`src/rtl/dmem_access_ctrl_pkg.sv`:
```
// Shared types and constants for the data-memory access controller.
package dmem_ctrl_pkg;

  typedef enum logic [1:0] {
    IDLE,
    SETUP,
    STROBE,
    RESP
  } state_e;

  localparam int unsigned DMEM_WORDS = 65;

  localparam int unsigned PORT_MEM = 0;
  localparam int unsigned PORT_DBG = 1;

endpackage

```
`src/rtl/dmem_access_ctrl_rr_arbiter.sv`:
```
// Round-robin arbiter: combinational one-hot pick, registered last-winner pointer.
module rr_arbiter #(
  parameter int unsigned NREQ = 2
) (
  input  logic            clk,
  input  logic            rst_n,
  input  logic [NREQ-1:0] req_i,
  input  logic            en_i,
  output logic [NREQ-1:0] gnt_o,
  output logic            valid_o
);

  localparam int unsigned PW = (NREQ > 1) ? $clog2(NREQ) : 1;

  logic [PW-1:0] ptr_q;
  logic [PW-1:0] winner;
  logic          found;

  // Two passes: indices above the pointer first, then wrap to the rest.
  always_comb begin
    gnt_o  = '0;
    winner = ptr_q;
    found  = 1'b0;
    for (int unsigned j = 0; j < NREQ; j++) begin
      if (!found && (j > 32'(ptr_q)) && req_i[PW'(j)]) begin
        found          = 1'b1;
        winner         = PW'(j);
        gnt_o[PW'(j)]  = 1'b1;
      end
    end
    for (int unsigned j = 0; j < NREQ; j++) begin
      if (!found && (j <= 32'(ptr_q)) && req_i[PW'(j)]) begin
        found          = 1'b1;
        winner         = PW'(j);
        gnt_o[PW'(j)]  = 1'b1;
      end
    end
  end

  assign valid_o = found;

  always_ff @(posedge clk or negedge rst_n) begin
    if (!rst_n) begin
      ptr_q <= PW'(NREQ - 1);
    end else if (en_i && found) begin
      ptr_q <= winner;
    end
  end

endmodule

```
`src/rtl/dmem_access_ctrl.sv`:
```
// Arbitrated, sequenced single-port access to the async-read DataMemory array.
module dmem_access_ctrl
  import dmem_ctrl_pkg::*;
#(
  parameter int unsigned NREQ          = 2,
  parameter int unsigned MEM_WORDS     = DMEM_WORDS,
  parameter int unsigned STROBE_CYCLES = 1
) (
  input  logic                 clk,
  input  logic                 rst_n,
  input  logic [NREQ-1:0]      req,
  input  logic [NREQ-1:0]      we,
  input  logic [32*NREQ-1:0]   addr,
  input  logic [32*NREQ-1:0]   wdata,
  output logic [NREQ-1:0]      gnt,
  output logic [NREQ-1:0]      done,
  output logic [NREQ-1:0]      err,
  output logic [31:0]          rdata,
  output logic                 busy,
  output logic                 mem_write,
  output logic                 mem_read,
  output logic [31:0]          mem_addr,
  output logic [31:0]          mem_wdata,
  input  logic [31:0]          mem_rdata
);

  state_e          state_q;
  logic [NREQ-1:0] gnt_q, done_q, err_q;
  logic [31:0]     rdata_q, mem_addr_q, mem_wdata_q;
  logic            busy_q, mem_write_q, mem_read_q, we_q;
  logic [3:0]      cnt_q;

  logic [NREQ-1:0] arb_gnt;
  logic            arb_valid;
  logic            sel_we;
  logic [31:0]     sel_addr, sel_wdata;
  logic            sel_ok;

  rr_arbiter #(.NREQ(NREQ)) u_arb (
    .clk    (clk),
    .rst_n  (rst_n),
    .req_i  (req),
    .en_i   (state_q == IDLE),
    .gnt_o  (arb_gnt),
    .valid_o(arb_valid)
  );

  always_comb begin
    sel_we    = 1'b0;
    sel_addr  = '0;
    sel_wdata = '0;
    for (int unsigned j = 0; j < NREQ; j++) begin
      if (arb_gnt[j]) begin
        sel_we    = we[j];
        sel_addr  = addr[32*j +: 32];
        sel_wdata = wdata[32*j +: 32];
      end
    end
  end

  assign sel_ok = (sel_addr[1:0] == 2'b00) && (32'(sel_addr[31:2]) < MEM_WORDS);

  always_ff @(posedge clk or negedge rst_n) begin
    if (!rst_n) begin
      state_q     <= IDLE;
      gnt_q       <= '0;
      done_q      <= '0;
      err_q       <= '0;
      rdata_q     <= '0;
      busy_q      <= 1'b0;
      mem_write_q <= 1'b0;
      mem_read_q  <= 1'b0;
      mem_addr_q  <= '0;
      mem_wdata_q <= '0;
      we_q        <= 1'b0;
      cnt_q       <= '0;
    end else begin
      done_q <= '0;
      err_q  <= '0;
      unique case (state_q)
        IDLE: begin
          if (arb_valid) begin
            gnt_q  <= arb_gnt;
            we_q   <= sel_we;
            busy_q <= 1'b1;
            if (sel_ok) begin
              state_q     <= SETUP;
              mem_addr_q  <= {2'b00, sel_addr[31:2]};
              mem_wdata_q <= sel_wdata;
            end else begin
              // Rejected request: answer straight away, memory untouched.
              state_q <= RESP;
              done_q  <= arb_gnt;
              err_q   <= arb_gnt;
              rdata_q <= '0;
            end
          end
        end
        SETUP: begin
          state_q     <= STROBE;
          cnt_q       <= 4'(STROBE_CYCLES - 1);
          mem_write_q <= we_q;
          mem_read_q  <= ~we_q;
        end
        STROBE: begin
          if (cnt_q == 4'd0) begin
            state_q     <= RESP;
            mem_write_q <= 1'b0;
            mem_read_q  <= 1'b0;
            done_q      <= gnt_q;
            if (!we_q) begin
              rdata_q <= mem_rdata;
            end
          end else begin
            cnt_q <= cnt_q - 4'd1;
          end
        end
        RESP: begin
          state_q <= IDLE;
          gnt_q   <= '0;
          busy_q  <= 1'b0;
        end
        default: state_q <= IDLE;
      endcase
    end
  end

  assign gnt       = gnt_q;
  assign done      = done_q;
  assign err       = err_q;
  assign rdata     = rdata_q;
  assign busy      = busy_q;
  assign mem_write = mem_write_q;
  assign mem_read  = mem_read_q;
  assign mem_addr  = mem_addr_q;
  assign mem_wdata = mem_wdata_q;

endmodule

```
`config.mk`:
```
export PLATFORM = sky130hd
export DESIGN_NAME = dmem_access_ctrl
export DESIGN_NICKNAME = d
export VERILOG_FILES = /design/src/rtl/dmem_access_ctrl_pkg.sv /design/src/rtl/dmem_access_ctrl_rr_arbiter.sv /design/src/rtl/dmem_access_ctrl.sv
export SDC_FILE = /design/constraint.sdc
export NUM_CORES = 1
export LEC_CHECK = 0
export BUFFER_PORTS_ARGS = -buffer_cell sky130_fd_sc_hd__buf_2
export CAP_MARGIN = 20
export CELL_PAD_IN_SITES_DETAIL_PLACEMENT = 1
export CELL_PAD_IN_SITES_GLOBAL_PLACEMENT = 2
export CORE_MARGIN = 3
export CORE_UTILIZATION = 27
export DETAILED_ROUTE_END_ITERATION = 8
export GPL_ROUTABILITY_DRIVEN = 1
export PLACE_DENSITY_LB_ADDON = 0.1
export SYNTH_ARGS = -nofsm -noshare
export SYNTH_HDL_FRONTEND = slang
export SYNTH_SLANG_ARGS = --single-unit
```
`constraint.sdc`:
```
create_clock -name clk -period 3.1 [get_ports clk]
set_input_delay 0.155 -clock clk [delete_from_list [all_inputs] [get_ports clk]]
set_output_delay 0.155 -clock clk [all_outputs]
set_load 0.1 [all_outputs]
```
-- Word level (Yosys, flattened, before mapping)
Index checks and enable logic that the tools add are counted.
- add/sub/neg operators: 1
- magnitude comparators: 3
- equal/unequal tests: 8
- mux-type cells: 37
- bitwise operators: 1
- reduce and logical (&&, ||, !) cells: 23
- operators by type and width (kind ; number):
    32-bit two-way mux ; 8
    32-bit case mux with 2 select lines ; 1
    30-bit by 7-bit < comparator with 1-bit output (second input constant) ; 1
    2-bit two-way mux ; 8
    1-bit two-way mux ; 12
    2-bit AND reduction ; 6
    2-bit inequality test (second input constant) ; 5
    2-bit case mux with 2 select lines ; 2
    2-bit case mux with 4 select lines ; 1
    4-bit case mux with 2 select lines ; 1
    1-bit logical AND ; 6
    1-bit case mux with 2 select lines ; 3
    2-bit nonzero test ; 3
    5-bit AND reduction ; 1
    2-bit equality test (second input constant) ; 2
    2-bit logical NOT ; 2
    4-bit logical NOT ; 1
    4-bit two-way mux ; 1
    4-bit by 1-bit subtractor with 4-bit output (second input constant) ; 1
    3-bit AND reduction ; 1
    3-bit nonzero test ; 1
    2-bit by 1-bit equality test with 1-bit output (second input constant) ; 1
    1-bit logical NOT ; 2
    1-bit > comparator (first input constant) ; 1
    other kinds (2) ; 2
- register bits: 111
- input port bits: 166
- output and inout port bits: 105
- word-level logic and storage cells: 86

-- Depth between registers and ports, before layout
- word-level depth: 16
- mapped depth: 10
- gate-level depth less buffers: 7

-- Hierarchy
From an unflattened synthesis, not the netlist that was laid out.
- cells, all modules: 522
- area, all modules: 5990.7 µm²
- modules (own cells, without submodules) (module ; times used ; cells an instance ; area each (µm²) ; seq. area each (µm²)):
    dmem_access_ctrl ; 1 ; 515 ; 5928.2 ; 2752.6
    rr_arbiter ; 1 ; 7 ; 62.6 ; 26.3

-- Worst setup path after synthesis
No wires, ideal clock.
- path type: register -> register
- start point: register state_q[0]
- end point: register rdata_q[12], in the netlist rdata[12]
- library setup time: 0.133 ns
- arrival: 2.200 ns
- data required time: 2.967 ns
- setup slack: 0.767 ns
- stages on the path, launching flop included: 11
- buffers on the path: 3
- period minus slack after synthesis: 2.333 ns
- cell sequence: dfrtp_1 inv_1 ha_1 clkbuf_1 inv_1 o2111ai_1 buf_2 clkbuf_1 nor3_1 a221oi_1 nand3_1
- longest elaborated chain between the ends: 3
- elaborated cells between the ends (all ways): 9
- classes of those cells: eq/ne: 5; mux: 1; reduce/logical: 3
- ends and longest elaborated chain (what ; line ; text):
    from (decl) ; dmem_access_ctrl.sv:27 ; state_e state_q;
    from (signal assigned) ; dmem_access_ctrl.sv:65 ; state_q <= IDLE;
    from (signal assigned) ; dmem_access_ctrl.sv:87 ; state_q <= SETUP;
    from (signal assigned) ; dmem_access_ctrl.sv:92 ; state_q <= RESP;
    2-bit equality test / 2-bit logical NOT (equally long branches) ; dmem_access_ctrl.sv:80 ; unique case (state_q)
    2-bit inequality test (no source line) / 2-bit nonzero test (equally long branches) ; -- ;
    5-bit AND reduction (no source line) ; -- ;
    to (signal assigned) ; dmem_access_ctrl.sv:112 ; rdata_q <= mem_rdata;
    to (decl) ; dmem_access_ctrl.sv:29 ; logic [31:0] rdata_q, mem_addr_q, mem_wdata_q;
Several ways; a longest one is shown, not always the timed one.
A chain may end at the register's enable or synchronous reset.

-- Worst setup path in the final report
- start point: register state_q[1]
- end point: register rdata_q[1], in the netlist rdata[1]
The elaborated chain is that of the path after synthesis.

==> metrics.md <==
| Metric | Value |
|---|---|
| CTS tree | yes |
| Cts repair resizes | 0 |
| Top post-synthesis cells by area | dfrtp_1 46%, mux2_1 6.4%, a22o_1 6.2% |
| Initial antenna violation count | 1 |
| GRT overflow | 0 |
| IO buf count | 268 |
| Status | finished clean |
| Clock skew | approximately 0.0076 ns |
| Chip Width | 154 µm |
| Core area | 0.0214 mm² |
| Initial Utilization | 27.9% |
| Worst min-delay path class | in -> reg |
| LEAKAGE | 3.87 nW |
| Setup Buffers After CTS | 0 |
| Startpoint types | flop |
| Post-Syn Area | ~0.0060 mm² |
| Final core utilization | between 30% and 40% |
| Share of cells above drive strength 1 | roughly 36% |
| Area delta synth->final | 32.0% |
| Vias in the first global route | 6,117 |
| DR vias/cell | 5.21 |
| WP data required | 3.33 ns |
| Final #Nets | between 1,000 and 1,500 |
| Cts hold-fix bufs | 1 |
| Async S/R FF share, synth | 100% |
| Root Buffer | clkbuf_16 |
| Max clock buf depth | 2 |
| Overall Global Routing Usage | between 15 and 20% |
| Die area | 0.0239 mm² |
| First-pass GRT wire length | 34.5 mm |
| Period utilization | 86.9% |
| Final setup violation count | 0 |
| DR iter-0 viols | 288 |
| Row cnt | 53 |
| Vias post-DR | 5,921 |
| Min Tclk post-route | 2.69 ns |
| Slew margin rel. | 39.5% |
| Commonest non-fill, non-tap cells in the layout | 267 x buf_2, 110 x dfrtp_1, 74 x nand2_1 |
| TritonRoute pass-1 iters | 4 |
| CTS Sinks | between 100 and 150 |
| # Max-Cap Violations | 0 |
| Die height | ~150 µm |
| Drt wl/cell | between 15 and 20 µm |
| Worst-path fanout max | between 90 and 100 |
| CTS clk-pin slew, worst paths | 0.08 ns |
| Gpl congestion | 0.873 |
| DRC | 0 |
| Worst EP arrival | a little under 3 ns |
| DRT Wirelength | 22.3 mm |
| Nature of the critical path endpoint | flop |
| Setup CP Type | reg -> reg |
| DP Wirelength | about 16 mm |
| ANT nets after route | 0 |
| Main synth FF type | dfrtp_1 |
| Worst-Margin Slew | 0.898 ns |
| PwrDens | 1250 mW/mm² |
| RSZ-0062 raised after global routing | false |
| Top-area cell type share of the netlist area | 46.3% |
| Clk Latency, worst-skew pair | between 0.3 and 0.4 ns |
| Inserted Clock Buffers | 9 |
| Mean area per synthesized cell | 9.52 µm² |
| Fmax achieved | 371 MHz |
| Slew Limit Fails | 0 |
| Top Ports | roughly 270 |
| Mapped Cells | 625 |
| Worst-case vdd ir drop | 477 µV |
| Final Hold Vio Count | 0 |
| H-tree levels | 3 |
| Sequential area share after synthesis | around 47% |
| Post-synth EDFFs | 0 |
| Sum of negative setup slack | 0 ns |
| Warnings, synthesis | 0 |
| Distinct cells, synth | 46 |
| Largest net degree at the start of global routing | 97 |
| Commonest non-fill, non-tap cell in the layout | buf_2 |
| Number of synthesized register bits | 111 |
| Synth area leader | dfrtp_1 |
## stage by stage
step	instance area (µm²)	total power, mW	setup slack (ns)	hold slack [ns]	std cells
after floorplan	5950	7.34	0.767	-0.141	626
after CTS	7850	9.94	0.429	0.0391	1136
after detailed placement	7550	8.73	0.397	0.288	1119
final	7850	9.81	0.406	0.0615	1137
after global routing	7850	10.3	0.230	0.0564	1137
after global placement	7550	8.55	0.429	0.299	1119
## synth_stat cells (2+ instances only)
cell,instances
or4_1,34
inv_1,9
clkbuf_1,46
nand2_1,74
dfrtp_1,110
o21ai_0,38
a21oi_1,3
nand3_1,35
ha_1,6
and2_1,3
nand2b_1,2
a32oi_1,5
buf_4,6
a221oi_1,32
mux2i_1,4
nor4_1,11
nor2_1,39
o21a_1,2
mux2_1,34
a22o_1,42
nor3_1,35
buf_2,8
nor2b_1,23
mux2_2,2
## report_power, final
part	internal [mW]	switching [mW]	total, mW
Sequential	1.95	0.309	2.26
Clock	0.567	0.615	1.18
Combinational	1.22	5.14	6.37
## flip-flops by register name, summed over array words and instances (netlist names), 2 cells and up
register / flops
cnt_q: 4
done: 2
err: 2
gnt: 2
mem_addr: 30
mem_wdata: 32
rdata: 32
state_q: 2
## worst max-delay path, stage by stage, from the launching register on
cell	delay, ns
dfrtp_1	0.42
inv_1	0.10
ha_2	0.44
or3b_2	0.52
o2111ai_4	0.13
buf_12	0.35
nor2_1	0.13
a221oi_1	0.30
nand3_1	0.11
## kinds of logic (layout without fill, tap and decap cells)
family | count (synthesis) | after routing | share of synthesized area [%]
and+or+nand+nor | 265 | 265 | 22.7
AOI/OAI and AO/OA | 131 | 131 | 16.7
DFF | 111 | 111 | 46.7
buffers and inverters | 70 | 305 | 4.96
muxes | 40 | 40 | 7.49
adders and majority gates | 6 | 6 | 1.26
other | 1 | 3 | 0.0630
xor gates and xnor gates | 1 | 1 | 0.147
## final timing paths
kind / startpoint / endpoint / slack (ns) / depth (start not counted)
max: state_q[1]$_DFFE_PN0P_ / rdata[1]$_DFFE_PN0P_ / 0.41 / 8
min in group asynchronous: rst_n / rdata[15]$_DFFE_PN0P_ / 0.41 / 2
max in group asynchronous: rst_n / mem_wdata[4]$_DFFE_PN0P_ / 1.84 / 3
min: we[1] / we_q$_DFFE_PN0P_ / 0.06 / 3
min reg2reg: mem_wdata[21]$_DFFE_PN0P_ / mem_wdata[21]$_DFFE_PN0P_ / 0.48 / 1
max reg2reg: state_q[1]$_DFFE_PN0P_ / rdata[1]$_DFFE_PN0P_ / 0.41 / 8
## routing by layer
| layer | global-route usage (%) | vias up | part of all wire (%) |
|---|---|---|---|
| met2 | 31.6 | 166 | 52 |
| li1 | - | 2770 | - |
| met4 | 4.79 | 0 | 1.2 |
| met5 | 0 | - | 0 |
| met1 | 22.7 | 2971 | 43 |
| met3 | 3.05 | 14 | 4.7 |
## area by class of cell
class | instances | area (µm²)
clock inverter | 7 | 62.6
fill | 2550 | 13500
multi-input combinational | 445 | 2930
inverter | 9 | 33.8
timing repair buffer | 280 | 1470
antenna | 1 | 2.50
sequential | 111 | 2780
clock buffer | 9 | 225
tap | 275 | 344
Note: power is estimated with default switching activity, not from simulation.
